**src/rtl/core_pkg.sv**
```systemverilog
// core_pkg: shared definitions for the 5-stage RISC-V core front end.
//   XLEN          datapath / PC width
//   RESET_PC      default first fetch address after reset
//   NOP_INSTR     bubble instruction (addi x0,x0,0)
//   fetch_state_e instruction-fetch FSM states (2-bit encoding)
//   pc_plus4      PC increment, modulo 2^XLEN
package core_pkg;

    localparam int          XLEN      = 32;
    localparam logic [31:0] RESET_PC  = 32'h0000_0000;
    localparam logic [31:0] NOP_INSTR = 32'h0000_0013;

    // REQ : request presented to imem
    // WAIT: request accepted, waiting for its response
    // HOLD: response captured while decode stalls
    // DROP: response of a redirected-away request still outstanding
    typedef enum logic [1:0] {
        REQ  = 2'b00,
        WAIT = 2'b01,
        HOLD = 2'b10,
        DROP = 2'b11
    } fetch_state_e;

    // Natural truncation gives the 0xFFFF_FFFC -> 0 wrap-around.
    function automatic logic [XLEN-1:0] pc_plus4(input logic [XLEN-1:0] pc);
        return pc + XLEN'(4);
    endfunction

endpackage

```
**src/rtl/if_id_reg.sv**
```systemverilog
// if_id_reg: IF/ID pipeline register.
//   Priority: flush > stall > load > hold.
//   flush   : valid_d=0, instr_d=NOP_INSTR; pc_d / pc_plus4_d keep their value.
//   stall   : everything holds.
//   load    : capture {instr_in, pc_in, pc_plus4_in}, valid_d=1.
// Ports:
//   clk, rst_n                       clock, async active-low reset
//   load, stall, flush               control (see priority above)
//   instr_in, pc_in, pc_plus4_in     data to capture on load
//   instr_d, pc_d, pc_plus4_d, valid_d  register outputs to decode
module if_id_reg #(
    parameter int          XLEN      = 32,
    parameter logic [31:0] NOP_INSTR = 32'h0000_0013
) (
    input  logic            clk,
    input  logic            rst_n,
    input  logic            load,
    input  logic            stall,
    input  logic            flush,
    input  logic [31:0]     instr_in,
    input  logic [XLEN-1:0] pc_in,
    input  logic [XLEN-1:0] pc_plus4_in,
    output logic [31:0]     instr_d,
    output logic [XLEN-1:0] pc_d,
    output logic [XLEN-1:0] pc_plus4_d,
    output logic            valid_d
);

    // NOTE: sequential state uses non-blocking (<=) so every flop samples
    // pre-edge values regardless of statement order across processes.
    always_ff @(posedge clk or negedge rst_n) begin
        if (!rst_n) begin
            instr_d    <= NOP_INSTR;
            pc_d       <= '0;
            pc_plus4_d <= '0;
            valid_d    <= 1'b0;
        end else if (flush) begin
            instr_d <= NOP_INSTR;
            valid_d <= 1'b0;
        end else if (!stall && load) begin
            instr_d    <= instr_in;
            pc_d       <= pc_in;
            pc_plus4_d <= pc_plus4_in;
            valid_d    <= 1'b1;
        end
    end

endmodule

```
**src/rtl/if_stage.sv**
```systemverilog
// if_stage: instruction-fetch stage plus IF/ID register.
//   Owns pc_f, keeps one request outstanding to imem (valid/ready), buffers a
//   response that arrives during a decode stall, and handles flush and
//   execute-stage redirect (pcsrc_e, highest priority in every state).
// Ports:
//   clk, rst_n                         clock, async active-low reset
//   imem_req_valid/addr/ready          fetch request handshake (addr = pc_f)
//   imem_rsp_valid/data                one response pulse per accepted request
//   stall_d, flush_d                   hazard-unit controls for IF/ID
//   pcsrc_e, pc_target_e               taken branch/jump redirect
//   instr_d, pc_d, pc_plus4_d, valid_d IF/ID outputs to decode
// Optional: define IF_STAGE_MISALIGN_CHK_EN to add fetch_misalign_o, a flag
//   registered with IF/ID that marks entries whose pc_d[1:0] != 0.
module if_stage #(
    parameter int               XLEN      = core_pkg::XLEN,
    parameter logic [XLEN-1:0]  RESET_PC  = XLEN'(core_pkg::RESET_PC),
    parameter logic [31:0]      NOP_INSTR = core_pkg::NOP_INSTR
) (
    input  logic            clk,
    input  logic            rst_n,
    output logic            imem_req_valid,
    output logic [XLEN-1:0] imem_req_addr,
    input  logic            imem_req_ready,
    input  logic            imem_rsp_valid,
    input  logic [31:0]     imem_rsp_data,
    input  logic            stall_d,
    input  logic            flush_d,
    input  logic            pcsrc_e,
    input  logic [XLEN-1:0] pc_target_e,
    output logic [31:0]     instr_d,
    output logic [XLEN-1:0] pc_d,
    output logic [XLEN-1:0] pc_plus4_d,
    output logic            valid_d
`ifdef IF_STAGE_MISALIGN_CHK_EN
    ,
    output logic            fetch_misalign_o
`endif
);

    import core_pkg::*;

    fetch_state_e    state, state_n;
    logic [XLEN-1:0] pc_f, pc_f_n;
    logic [XLEN-1:0] req_pc, req_pc_n;
    logic [31:0]     hold_buf, hold_buf_n;
    logic            started;     // keeps req_valid low until the first edge after reset
    logic            fire;
    logic            load;
    logic [31:0]     load_instr;

    assign imem_req_valid = started && (state == REQ);
    assign imem_req_addr  = pc_f;
    assign fire           = imem_req_valid && imem_req_ready;

    // NOTE: every signal written here gets a default first, so no path
    // through the case leaves one unassigned and no latch is inferred.
    always_comb begin
        state_n    = state;
        pc_f_n     = pc_f;
        req_pc_n   = req_pc;
        hold_buf_n = hold_buf;
        load       = 1'b0;
        load_instr = imem_rsp_data;

        unique case (state)
            REQ: begin
                if (pcsrc_e) begin
                    pc_f_n = pc_target_e;
                    // An already-issued request still owes a response.
                    if (fire) state_n = DROP;
                end else if (fire) begin
                    req_pc_n = pc_f;
                    state_n  = WAIT;
                end
            end
            WAIT: begin
                if (pcsrc_e) begin
                    pc_f_n  = pc_target_e;
                    state_n = imem_rsp_valid ? REQ : DROP;
                end else if (imem_rsp_valid) begin
                    if (!stall_d) begin
                        load    = 1'b1;
                        pc_f_n  = pc_plus4(req_pc);
                        state_n = REQ;
                    end else begin
                        hold_buf_n = imem_rsp_data;
                        state_n    = HOLD;
                    end
                end
            end
            HOLD: begin
                if (pcsrc_e) begin
                    pc_f_n  = pc_target_e;
                    state_n = REQ;
                end else if (!stall_d) begin
                    load       = 1'b1;
                    load_instr = hold_buf;
                    pc_f_n     = pc_plus4(req_pc);
                    state_n    = REQ;
                end
            end
            DROP: begin
                if (pcsrc_e) pc_f_n = pc_target_e;
                if (imem_rsp_valid) state_n = REQ;
            end
            default: state_n = REQ;
        endcase
    end

    // NOTE: the hold buffer is reset along with the control state; it is a
    // single word, so clearing it costs nothing and keeps X out of IF/ID.
    always_ff @(posedge clk or negedge rst_n) begin
        if (!rst_n) begin
            state    <= REQ;
            pc_f     <= RESET_PC;
            req_pc   <= '0;
            hold_buf <= '0;
            started  <= 1'b0;
        end else begin
            state    <= state_n;
            pc_f     <= pc_f_n;
            req_pc   <= req_pc_n;
            hold_buf <= hold_buf_n;
            started  <= 1'b1;
        end
    end

    if_id_reg #(
        .XLEN      (XLEN),
        .NOP_INSTR (NOP_INSTR)
    ) u_if_id (
        .clk         (clk),
        .rst_n       (rst_n),
        .load        (load),
        .stall       (stall_d),
        .flush       (flush_d || pcsrc_e),
        .instr_in    (load_instr),
        .pc_in       (req_pc),
        .pc_plus4_in (pc_plus4(req_pc)),
        .instr_d     (instr_d),
        .pc_d        (pc_d),
        .pc_plus4_d  (pc_plus4_d),
        .valid_d     (valid_d)
    );

`ifdef IF_STAGE_MISALIGN_CHK_EN
    // Same priority as the IF/ID register it accompanies.
    always_ff @(posedge clk or negedge rst_n) begin
        if (!rst_n) begin
            fetch_misalign_o <= 1'b0;
        end else if (flush_d || pcsrc_e) begin
            fetch_misalign_o <= 1'b0;
        end else if (!stall_d && load) begin
            fetch_misalign_o <= |req_pc[1:0];
        end
    end
`endif

    // A response is only legal while one is owed.
    rsp_only_when_owed: assert property (
        @(posedge clk) disable iff (!rst_n)
        imem_rsp_valid |-> (state == WAIT || state == DROP)
    );

endmodule

```
**config.mk**
```make
export PLATFORM = sky130hd
export DESIGN_NAME = if_stage
export DESIGN_NICKNAME = d
export VERILOG_FILES = /design/src/rtl/core_pkg.sv /design/src/rtl/if_id_reg.sv /design/src/rtl/if_stage.sv
export SDC_FILE = /design/constraint.sdc
export NUM_CORES = 1
export LEC_CHECK = 0
export BUFFER_PORTS_ARGS = -buffer_cell sky130_fd_sc_hd__buf_4
export CAP_MARGIN = 10
export CORE_MARGIN = 3
export CORE_UTILIZATION = 35
export DETAILED_ROUTE_END_ITERATION = 16
export GPL_ROUTABILITY_DRIVEN = 0
export PLACE_DENSITY = 0.54
export SLEW_MARGIN = 10
export SYNTH_ARGS = -nofsm -noshare
export SYNTH_HDL_FRONTEND = slang
export SYNTH_SLANG_ARGS = --single-unit
export TNS_END_PERCENT = 10
```
**constraint.sdc**
```tcl
create_clock -name clk -period 3.3 [get_ports clk]
set_clock_uncertainty 0.2 [all_clocks]
set_input_delay 0.165 -clock clk [delete_from_list [all_inputs] [get_ports clk]]
set_output_delay 0.165 -clock clk [all_outputs]
set_load 0.05 [all_outputs]
```
* Word level (Yosys, flattened, before mapping) *
Cells that the tools add are included.

cells by class
  add/sub/neg operators = 1
  eq/ne operators = 8
  multiplexer cells = 29
  bitwise gates (word level) = 2
  reduce and logical (&&, ||, !) cells = 13

operator list
  cell                                                    count
  2-to-1 mux 32 bit                                       10
  case mux 32 bit (3 select lines)                        1
  adder 32 x 3 -> 32 bit (second input constant)          1
  2-to-1 mux 2 bit                                        10
  case mux 2 bit (4 select lines)                         1
  2-to-1 mux 1 bit                                        6
  inequality test 3 bit (second input constant)           2
  AND reduction 3 bit                                     2
  equality test 2 bit (second input constant)             2
  inequality test 2 bit (second input constant)           2
  AND reduction 2 bit                                     2
  AND reduction 4 bit                                     1
  logical AND 1 bit                                       3
  equality test 2 x 1 -> 1 bit (second input constant)    1
  logical NOT 2 bit                                       1
  inequality test 2 x 1 -> 1 bit (second input constant)  1
  inverter 1 bit                                          2
  case mux 1 bit (2 select lines)                         1
  nonzero test 2 bit                                      1
  OR reduction 2 bit                                      1
  logical NOT 1 bit                                       1
  logical OR 1 bit                                        1

word-level totals
  bits in registers = 196
  bits of input ports = 71
  output and inout port bits = 130
  logic and storage cells = 62

* Depth between registers and ports, before layout *
Gate-level depths: netlist of the first run.

  depth after elaboration = 7
  mapped depth = 9
  gate-level depth less buffers = 7

* By module *
From an unflattened synthesis of the first run, not the netlist that was laid out.

unflattened totals
  cells, all modules = 720
  area total of the unflattened synthesis = 8883.5 um^2

modules (own cells, without submodules)
  module     instances  cells each  area each (um^2)  sequential area each (um^2)
  if_stage   1          440         5161.2            2477.4
  if_id_reg  1          280         3722.3            2431.1

* Worst setup path before layout of the first run *
No wires, ideal clock.

  path kind = register to register
  start point = reg state[0]
  end point = reg req_pc[11]
  setup time = 125 ps
  arrival = 1894 ps
  data required time = 2975 ps
  slack = 1082 ps
  cell stages (with the launch flop) = 7
  buffers on the path = 1
  period minus slack after synthesis = 2218 ps
  cell sequence = dfrtp_1 -> inv_1 -> ha_1 -> and2_1 -> nand3_1 -> clkbuf_1 -> mux2_2

between the ends
  word-level cells in the longest chain between the ends = 4

RTL lines
  what                                  RTL line         RTL
  start, declared                       if_stage.sv:42   fetch_state_e state, state_n;
  start signal, assigned                if_stage.sv:120  state <= state_n;
  logical NOT 2 bit                     if_stage.sv:51   assign imem_req_valid = started && (state == REQ);
  logical AND 1 bit                     if_stage.sv:51
  via imem_req_valid                    if_stage.sv:21   output logic imem_req_valid,
  logical AND 1 bit                     if_stage.sv:53   assign fire = imem_req_valid && imem_req_ready;
  AND reduction 3 bit (no source line)  n/a
  end signal, assigned                  if_stage.sv:122  req_pc <= req_pc_n;
  end, declared                         if_stage.sv:44   logic [XLEN-1:0] req_pc, req_pc_n;

The timed path passes the listed nets, and every way through them passes these cells.
A chain may end at the register's enable or synchronous reset.

* Final worst setup path of the first run *
  start point = reg state[1]
  end point = reg u_if_id.instr_d[8]

between the ends
  word-level cells in the longest chain between the ends = 4

RTL lines
  what                                                                             RTL line         RTL
  equality test 2 bit / equality test 2 x 1 -> 1 bit (equally long branches)       if_stage.sv:65   unique case (state)
  case mux 1 bit (2 select lines) / 2-to-1 mux 32 bit (equally long branches)      if_stage.sv:65
  logical AND 1 bit / 2-to-1 mux 32 bit (equally long branches)                    if_id_reg.sv:40  end else if (!stall && load) begin
  nonzero test 2 bit (no source line) / 2-to-1 mux 32 bit (equally long branches)  n/a
  end signal, assigned                                                             if_id_reg.sv:41  instr_d <= instr_in;
  end, declared                                                                    if_id_reg.sv:23  output logic [31:0] instr_d,

Several ways; a longest one is shown, not always the timed one. The select of a mux whose other input is x is not followed.

==> results of run 1 <==
state kept, by name, indices dropped and copies added, names as in the netlist:
signal	count
state	2
started	1
u_if_id.valid_d	1
req_pc	32
u_if_id.instr_d	32
imem_req_addr	32
u_if_id.pc_plus4_d	30
hold_buf	32
u_if_id.pc_d	32
final cells by class:
class	instances	area share (%)
Sequential cell	194	41.4
Clock buffer	18	3.74
Multi-Input combinational cell	536	29.4
Timing Repair Buffer	287	20.3
Tap cell	319	3.40
Antenna cell	1	0.0213
Inverter	6	0.192
Clock inverter	14	1.59
power by group through the flow:
stage          Clock, mW  Sequential [mW]  Combinational, mW
3_5_place_dp           0             3.95               4.29
6_report            2.18             3.91               4.31
4_1_cts             2.25             3.91               4.37
5_1_grt             2.35             4.04               4.63
2_1_floorplan          0             5.21               1.53
3_3_place_gp           0             3.94               4.25
routing by layer:
metal,up-vias,track usage [%]
met5,-,0
met4,0,3.41
met3,14,5.64
met2,189,27.6
met1,3280,26.9
li1,3235,-
tightest hold or removal path: stages:
cell	delay (ns)
buf_4	0.11
o21ai_0	0.17
nor2_1	0.14
a21oi_1	0.05
timing repair:
action                    CTS  global route
hold endpoints to repair  177             0
buffers inserted            0             0
hold buffers               67             0
layout by cell type (no fill, tap or decap), types with 4 or more instances in the layout:
master,count
buf_4,215
dfrtp_1,191
nand2_1,140
dlygate4sd3_1,67
nor2_1,64
mux2_2,64
o21ai_0,48
mux2i_1,35
a211oi_1,35
a21oi_1,21
clkbuf_16,17
nand3_1,14
xor2_1,14
a22oi_1,14
xnor2_1,12
a21o_1,10
inv_1,6
nand4_1,6
nor3_1,6
ha_1,6
a31oi_1,5
nor2b_1,4
or3_1,4
inv_6,4
clkinv_8,4
buf_12,4
cells by family (layout without fill, tap and decap cells):
family          count (synthesis)  count (layout)
flops                         194             194
buf+inv                        55             325
xor+xnor                       26              26
mux                            99              99
fa+ha+maj                       6               6
other cells                     1               2
simple gates                  262             262
compound gates                142             142
worst paths after layout:
check,depth (start not counted),slack (ns),to,startpoint
max in group asynchronous,3,1.89,u_if_id.pc_d[25]$_DFFE_PN0P_,rst_n
setup / recovery,7,0.83,u_if_id.instr_d[8]$_DFFE_PN0P_,state[1]$_DFFE_PN0P_
min in group asynchronous,2,0.13,u_if_id.pc_d[17]$_DFFE_PN0P_,rst_n
hold reg to reg,2,0.28,u_if_id.pc_d[7]$_DFFE_PN0P_,u_if_id.pc_d[7]$_DFFE_PN0P_
setup reg to reg,7,0.83,u_if_id.instr_d[8]$_DFFE_PN0P_,state[1]$_DFFE_PN0P_
hold / removal,4,0.03,state[1]$_DFFE_PN0P_,imem_rsp_valid
==> flow_summary.yaml, run 1 <==
run_status:
  status: "complete, no violations"
detailed_routing:
  avgRoutedWirePerCell_um: 17.4
  dr.pass1.iters: 4
  avgViaCountPerCell: 4.89
  wl_met2_um: 10600
  wl_met3_um: 1720
  vias: 6718
  ant_nets: 0
  wl_um: 23900
  met1_length_um: 11400
  drc: 0
  drt-initial-drc-count: 356
  top_layer: "met4"
pwr:
  p_sw_mw: 4.56
  ir_worst_vdd_uv: 336
  pwr-share-clk_pct: 21.0
  p_seq_share_pct: 37.6
  report.power.total_mw: 10.4
  power_density_nw_per_um2: 886
  swShare_pct: 43.9
  pwr-share-comb_pct: 41.5
  p_int_mw: 5.84
  p_leak_nw: 5.47
synthesis:
  synth_fp_nets: 862
  ys_types: 45
  syn_inst: 785
  synth_top_family_by_area: "simple AND/OR/NAND/NOR gates"
  synth.top_cells.by_count: "191 x dfrtp_1, 141 x nand2_1, 65 x nor2_1"
  synth_adder_area_share_pct: 0.882
  synth_seq_cells: 194
  yosysWarnings: 0
  synth-edff-count: 0
  synth-simple-area-share_pct: 13.4
  synth_area_leader_cell: "dfrtp_1"
  synthXorXnorAreaFrac_pct: 2.68
  ys_seq_area_share_pct: 57.1
  async_reset_ff_share_pct: 100
  synth_ff_type: "dfrtp_1"
  yosysTopAreaCellShare_pct: 56.2
  synthTopCellsByArea: "dfrtp_1 56%, mux2_2 8.5%, nand2_1 6.2%, mux2i_1 4.1%, a211oi_1 3.1%"
  synth.cell_area_um2: 8510
  avgSynthCellArea_um2: 10.8
  synthMuxAreaShare_pct: 12.6
  yosysMostFrequentCell: "dfrtp_1"
  synth_compound_area_share_pct: 10.4
placement:
  pre_cts_ws_ns: 0.818
  dp_hpwl_um: 16700
  portBuffers: 200
  place_area_um2: 10400
  place_inst: 1275
clocking:
  cts_tree: "built"
  cts-root-buf: "clkbuf_16"
  cts_buffer_depth: 2
  clkTransAtPathRegs_ns: 0.08
  cts_num_sinks: 194
  cts_buffers: 17
  cts_resized: 0
  clock_latency_ns: 0.44
  h-tree-depth: 4
final_layout:
  fillers: 2262
  final_cells: 1375
  multi_input_area_um2: 3450
  layout.nets: 1119
  final_layout_size_suffix_gt1_share_pct: 31.6
  area_delta_synth_final_pct: 37.9
  fin_util_pct: 49.6
  ff_latch_area_um2: 4860
  fin_area_um2: 11700
sta:
  timing.hold.ws_ns: 0.0302
  final_hold_viol_count: 0
  tightest_slew_ns: 0.883
  fin_crit_sh_pct: 74.8
  slew-limit-headroom_pct: 41.2
  slew_violations: 0
  setup_viol: 0
  rsz0062_at_grt: "false"
  fin_tns_setup_ns: 0
  fin_ws_ns: 0.831
  fmax_mhz: 405
  post-route-min-period_ns: 2.47
die:
  coreArea_um2: 23700
  dieArea_um2: 26200
  die_w_um: 162
  die_y_um: 162
  initial_core_util_pct: 35.9
  io_pins: 201
  row_count: 56
worst_setup_path:
  critPathSlowestCell: "buf_4"
  arrival_ns: 2.60
  critical_path.cell_chain: "inv_1, ha_1, a21oi_1, nor3_4, buf_4, nor2_1, a211oi_1"
  required_ns: 3.43
  crit_path_end_kind: "register"
  crit_buf_inv: 2
  slowest_delay_ns: 0.55
  startpoint_type: "register"
  path_max_fanout: 65
  cpLargestDelayFamily: "buffers and inverters"
  crit_type: "reg -> reg"
job:
  drv_cap: 0
global_route:
  antenna_found_initial: 1
  first_global_vias: 6634
  grt_pass1_wl_um: 38400
  grtUsageTotal_pct: 18.5
  grt_max_degree: 86
  overflow: 0
hold_path:
  hp-class: "in -> reg"
Power figures use the tool's default switching activity.
==> run 2, diff against run 1 <==
--- a/config.mk
+++ b/config.mk
@@ -11,7 +11,7 @@
 export CORE_UTILIZATION = 35
 export DETAILED_ROUTE_END_ITERATION = 16
 export GPL_ROUTABILITY_DRIVEN = 0
-export PLACE_DENSITY = 0.54
+export PLACE_DENSITY = 0.56
 export SLEW_MARGIN = 10
 export SYNTH_ARGS = -nofsm -noshare
 export SYNTH_HDL_FRONTEND = slang
==> constraint.sdc (replaced) <==
create_clock -name clk -period 2 [get_ports clk]
set_clock_uncertainty 0.2 [all_clocks]
set_input_delay 0.1 -clock clk [delete_from_list [all_inputs] [get_ports clk]]
set_output_delay 0.1 -clock clk [all_outputs]
set_load 0.05 [all_outputs]
==> flow_summary.yaml, run 2 (synthesis results as in run 1) <==
placement:
  place_inst: 1330
  portBuffers: 200
  dp_hpwl_um: 17200
  pre_cts_ws_ns: -0.0959
worst_setup_path:
  critPathSlowestCell: "dfrtp_1"
  startpoint_type: "register"
  rrSetupSlack_ns: -0.02
  path_max_fanout: 14
  slowest_delay_ns: 0.42
  crit_type: "reg -> reg"
  crit_path_end_kind: "register"
  rr_worst_depth: 8
  arrival_ns: 2.15
  required_ns: 2.14
  critical_path.cell_chain: "inv_2, ha_4, nand2b_4, nor3_4, buf_4, buf_12, nor2_1, a211oi_1"
  r2r_end: "u_if_id.instr_d[8]$_DFFE_PN0P_"
  crit-reg2reg-launch: "state[0]$_DFFE_PN0P_"
clocking:
  cts_num_sinks: 194
  cts_buffers: 17
  cts_tree: "built"
  clkTransAtPathRegs_ns: 0.08
  cts-root-buf: "clkbuf_16"
  h-tree-depth: 4
  clock_latency_ns: 0.43
  cts_buffer_depth: 2
detailed_routing:
  drt-initial-drc-count: 398
  avgRoutedWirePerCell_um: 17.4
  vias: 6989
  drc: 0
  dr.pass1.iters: 4
  wl_um: 25100
  ant_nets: 0
  avgViaCountPerCell: 4.85
sta:
  rsz0062_at_grt: "true"
  slew-limit-headroom_pct: 65.4
  slew_violations: 0
  final_hold_viol_count: 9
  tightest_slew_ns: 0.519
  fin_crit_sh_pct: 101
  fin_ws_ns: -0.0166
  fmax_mhz: 496
  timing.hold.ws_ns: -0.00870
  post-route-min-period_ns: 2.02
  setup_viol: 3
pwr:
  report.power.total_mw: 18.3
  p_sw_mw: 7.69
  p_int_mw: 10.6
  pwr-share-comb_pct: 45.3
  swShare_pct: 42.1
  power_density_nw_per_um2: 1450
  p_seq_share_pct: 34.6
  ir_worst_vdd_uv: 627
  pwr-share-clk_pct: 20.1
  p_leak_nw: 5.89
global_route:
  grtUsageTotal_pct: 18.6
  overflow: 0
  antenna_found_initial: 0
  grt_max_degree: 58
  grt_pass1_wl_um: 38700
  first_global_vias: 7026
final_layout:
  layout.nets: 1185
  mostFrequentLayoutCells: "254 x buf_4, 191 x dfrtp_1, 139 x nand2_1"
  final_common_cell: "buf_4"
  diodes: 0
  final_layout_size_suffix_gt1_share_pct: 37.8
  area_delta_synth_final_pct: 48.4
  final_cells: 1440
  fillers: 2138
  fin_util_pct: 53.3
die:
  dieArea_um2: 26200
  die_w_um: 162
  io_pins: 201
  coreArea_um2: 23700
  initial_core_util_pct: 35.9
  die_y_um: 162
  row_count: 56
job:
  drv_cap: 0
run_status:
  violations: "negative hold slack, negative setup slack"
  status: "finished, violations left"
hold_path:
  hp-class: "in -> async"
## run 2: how the worst max path moves through the flow
stage / startpoint / endpoint / slack, ns / cells past startpoint
global route: state[0]$_DFFE_PN0P_ / u_if_id.instr_d[10]$_DFFE_PN0P_ / -0.12 / 8
finish: state[0]$_DFFE_PN0P_ / u_if_id.instr_d[8]$_DFFE_PN0P_ / -0.02 / 8
detailed placement: state[0]$_DFFE_PN0P_ / u_if_id.instr_d[8]$_DFFE_PN0P_ / -0.1 / 7
CTS: state[0]$_DFFE_PN0P_ / imem_req_addr[27]$_DFFE_PN0P_ / -0.03 / 8
floorplan: state[0]$_DFFE_PN0P_ / imem_req_addr[23]$_DFFE_PN0P_ / -0.08 / 8
global placement: state[0]$_DFFE_PN0P_ / imem_req_addr[23]$_DFFE_PN0P_ / -0.008 / 8
## run 2: cell type report
class                   count  area [µm²]  area share [%]
flip-flops and latches    194        4860            38.5
multi-input cells         536        3610            28.6
repair buffers            353        3110            24.6
clock buffers              21         460            3.65
well taps                 319         399            3.16
clock inverters            11         161            1.28
inverters                   6        22.5           0.178
## run 2: through the flow
stage               TNS (ns)  instance area, µm²
finish               -0.0244               12600
global route           -6.10               12600
CTS                  -0.0600               12300
detailed placement     -1.01               11000
global placement    -0.00849               11000
floorplan             -0.723                8510
## run 2: metal layers
metal	wire, µm	GRT usage [%]	vias up	share of wire (%)
li1	-	-	3363	-
met1	11800	26.0	3417	47
met2	11500	29.5	193	46
met3	1500	4.51	16	6.0
met4	281	4.65	0	1.1
met5	0	0	-	0
## run 2: worst max-delay path: cells and delay by family (launching register included)
kind                     cells  cell delay, ns
buffers and inverters        3            0.44
AND/OR/NAND/NOR              3            0.32
flip-flops                   1            0.42
AO/OA/AOI/OAI                1            0.24
adder cells (fa/ha/maj)      1            0.30
## run 2: repair_timing
item | 4_1_cts | 5_1_grt
pin swaps | 2 | 11
setup endpoints to repair | 63 | 105
cloned | 0 | 3
hold endpoints to repair | 295 | 0
gates resized for setup | 10 | 46
hold buffers | 71 | 0
buffers inserted | 0 | 4
## run 2: power by group through the flow
stage,Clock [mW],Combinational (mW),Sequential [mW]
floorplan,0,2.53,8.60
global placement,0,7.77,6.33
detailed placement,0,7.84,6.34
CTS,3.75,8.07,6.27
global route,3.91,8.85,6.48
finish,3.68,8.26,6.31
==> run 3, diff against run 2 <==
--- a/config.mk
+++ b/config.mk
@@ -15,5 +15,6 @@
 export SLEW_MARGIN = 10
 export SYNTH_ARGS = -nofsm -noshare
 export SYNTH_HDL_FRONTEND = slang
+export SYNTH_HIERARCHICAL = 1
 export SYNTH_SLANG_ARGS = --single-unit
 export TNS_END_PERCENT = 10
==> flow_summary.yaml, run 3 <==
sta:
  fin_crit_sh_pct: 111
  rsz0062_at_grt: "true"
  fmax_mhz: 449
  final_hold_viol_count: 0
  fin_ws_ns: -0.227
  setup_viol: 125
  post-route-min-period_ns: 2.23
  slew_violations: 0
clocking:
  cts-root-buf: "clkbuf_16"
  cts_buffers: 17
  cts_num_sinks: 196
  h-tree-depth: 4
  cts_tree: "built"
  clkTransAtPathRegs_ns: 0.08
  cts_buffer_depth: 2
  clock_latency_ns: 0.43
final_layout:
  fin_util_pct: 53.3
  final_cells: 1389
  final_common_cell: "buf_4"
  mostFrequentLayoutCells: "252 x buf_4, 193 x dfrtp_1, 99 x mux2_2"
  layout.nets: 1129
  area_delta_synth_final_pct: 47.7
  final_layout_size_suffix_gt1_share_pct: 48.1
synthesis:
  synthTopCellsByArea: "dfrtp_1 54%, mux2_2 20%, nand2_1 4.0%, a21oi_1 1.9%, a22o_1 1.5%"
  synth_ff_type: "dfrtp_1"
  yosysWarnings: 6
  avgSynthCellArea_um2: 12.3
  synth-edff-count: 0
  yosysTopAreaCellShare_pct: 54.4
  ys_types: 55
  async_reset_ff_share_pct: 100
  syn_inst: 720
  ys_seq_area_share_pct: 55.3
  synth_seq_cells: 196
  synth.cell_area_um2: 8880
  synth_fp_nets: 797
  synth_area_leader_cell: "dfrtp_1"
  yosysMostFrequentCell: "dfrtp_1"
  synth.top_cells.by_count: "193 x dfrtp_1, 156 x mux2_2, 94 x nand2_1"
worst_setup_path:
  crit_path_start: "state[0]$_DFFE_PN0P_"
  crit_type: "reg -> reg"
  rrSetupSlack_ns: -0.23
  arrival_ns: 2.35
  slowest_delay_ns: 0.39
  critPathSlowestCell: "dfrtp_1"
  required_ns: 2.12
  rr_worst_depth: 9
  path_max_fanout: 5
  crit_path_end_kind: "register"
  critical_path.cell_chain: "inv_2, ha_4, nand2_4, nor3_4, nand2b_4, nor2_8, buf_12, clkbuf_16, mux2_4"
  crit_buf_inv: 3
  r2r_end: "u_if_id/pc_d[1]$_DFFE_PN0P_"
  startpoint_type: "register"
  crit-reg2reg-launch: "state[0]$_DFFE_PN0P_"
  cpLargestDelayFamily: "simple AND/OR/NAND/NOR gates"
detailed_routing:
  drt-initial-drc-count: 338
  vias: 6630
  ant_nets: 0
  drc: 0
  wl_um: 25300
  dr.pass1.iters: 4
  avgViaCountPerCell: 4.77
  avgRoutedWirePerCell_um: 18.2
die:
  dieArea_um2: 27300
  die_w_um: 165
  io_pins: 201
  die_y_um: 165
  initial_core_util_pct: 36.1
  coreArea_um2: 24600
  row_count: 57
hold_path:
  hp-start: "flush_d"
  hold_path_end: "u_if_id/pc_plus4_d[25]$_DFFE_PN0P_"
  hp-class: "in -> reg"
  hold_depth: 5
run_status:
  status: "finished, violations left"
  violations: "negative setup slack"
pwr:
  p_leak_nw: 6.25
  ir_worst_vdd_uv: 823
  power_density_nw_per_um2: 1410
placement:
  pre_cts_ws_ns: -0.234
  portBuffers: 200
  place_inst: 1272
  dp_hpwl_um: 16800
job:
  drv_cap: 0
global_route:
  grt_pass1_wl_um: 38000
  grt_max_degree: 59
  grtUsageTotal_pct: 17.9
  first_global_vias: 6773
  antenna_found_initial: 1
  overflow: 0
run 3: through the flow:
step | hold slack (ns) | TNS [ns] | area (µm²) | total power, mW
2_1_floorplan | -0.396 | -21.02 | 8920 | 11.5
3_3_place_gp | -0.145 | -10.28 | 11300 | 14.4
3_5_place_dp | -0.144 | -17.31 | 11300 | 14.5
4_1_cts | 0.194 | -14.79 | 12700 | 18.3
5_1_grt | 0.141 | -26.60 | 13100 | 19.5
6_report | 0.149 | -15.69 | 13100 | 18.6
run 3: how the worst max path moves through the flow:
stage	slack [ns]	endpoint	cells past startpoint
after floorplan	-0.24	u_if_id/pc_plus4_d[2]$_DFFE_PN0P_	10
final	-0.23	u_if_id/pc_d[1]$_DFFE_PN0P_	9
after global placement	-0.16	u_if_id/pc_d[23]$_DFFE_PN0P_	8
after global routing	-0.32	u_if_id/pc_d[1]$_DFFE_PN0P_	9
after CTS	-0.22	u_if_id/pc_plus4_d[16]$_DFFE_PN0P_	9
after detailed placement	-0.23	u_if_id/pc_plus4_d[19]$_DFFE_PN0P_	8
run 3: metal layers:
metal | vias to the layer above | global-route usage (%) | routed length (µm)
li1 | 3184 | - | -
met1 | 3306 | 24.8 | 11900
met2 | 121 | 29.1 | 12100
met5 | - | 0 | 0
met3 | 19 | 3.47 | 920
met4 | 0 | 4.54 | 351
run 3: kinds of logic (layout without fill, tap and decap cells):
family | count (synthesis) | after routing | share of synthesized area (%)
xor gates and xnor gates | 28 | 28 | 3.18
other | 1 | 2 | 0.0422
DFF | 196 | 196 | 55.3
buffers and inverters | 43 | 387 | 2.79
AOI/OAI and AO/OA | 95 | 95 | 6.70
muxes | 164 | 164 | 20.7
adders and majority gates | 6 | 6 | 0.845
and+or+nand+nor | 187 | 187 | 10.5
run 3: power by group:
part           internal, mW  total [mW]  switching [mW]
Sequential             5.35        6.36            1.02
Combinational          3.68        8.73            5.05
Clock                  1.78        3.46            1.68
Total                  10.8        18.6            7.75
run 3: area by class of cell:
type                            instances  area [µm²]
Clock buffer                           17         425
Multi-Input combinational cell        481        4050
Sequential cell                       196        4910
Timing Repair Buffer                  351        3140
Antenna cell                            1        2.50
Tap cell                              324         405
Fill cell                            2193       11500
Inverter                                5        18.8
Clock inverter                         14         166
run 3: worst register-to-register path: cells and delay by family (launching register included):
| family | cells | cell delay (ns) |
|---|---|---|
| fa+ha+maj | 1 | 0.29 |
| buf+inv | 3 | 0.41 |
| flops | 1 | 0.39 |
| mux | 1 | 0.31 |
| simple gates | 4 | 0.52 |
run 3: what timing repair did:
action / 4_1_cts / 5_1_grt
endpoints found under the hold margin: 291 / 0
pin swaps: 5 / 10
hold buffers: 70 / 0
setup buffers: 8 / 2
gates resized for setup: 15 / 86
gates cloned: 2 / 4
setup endpoints to repair: 125 / 126
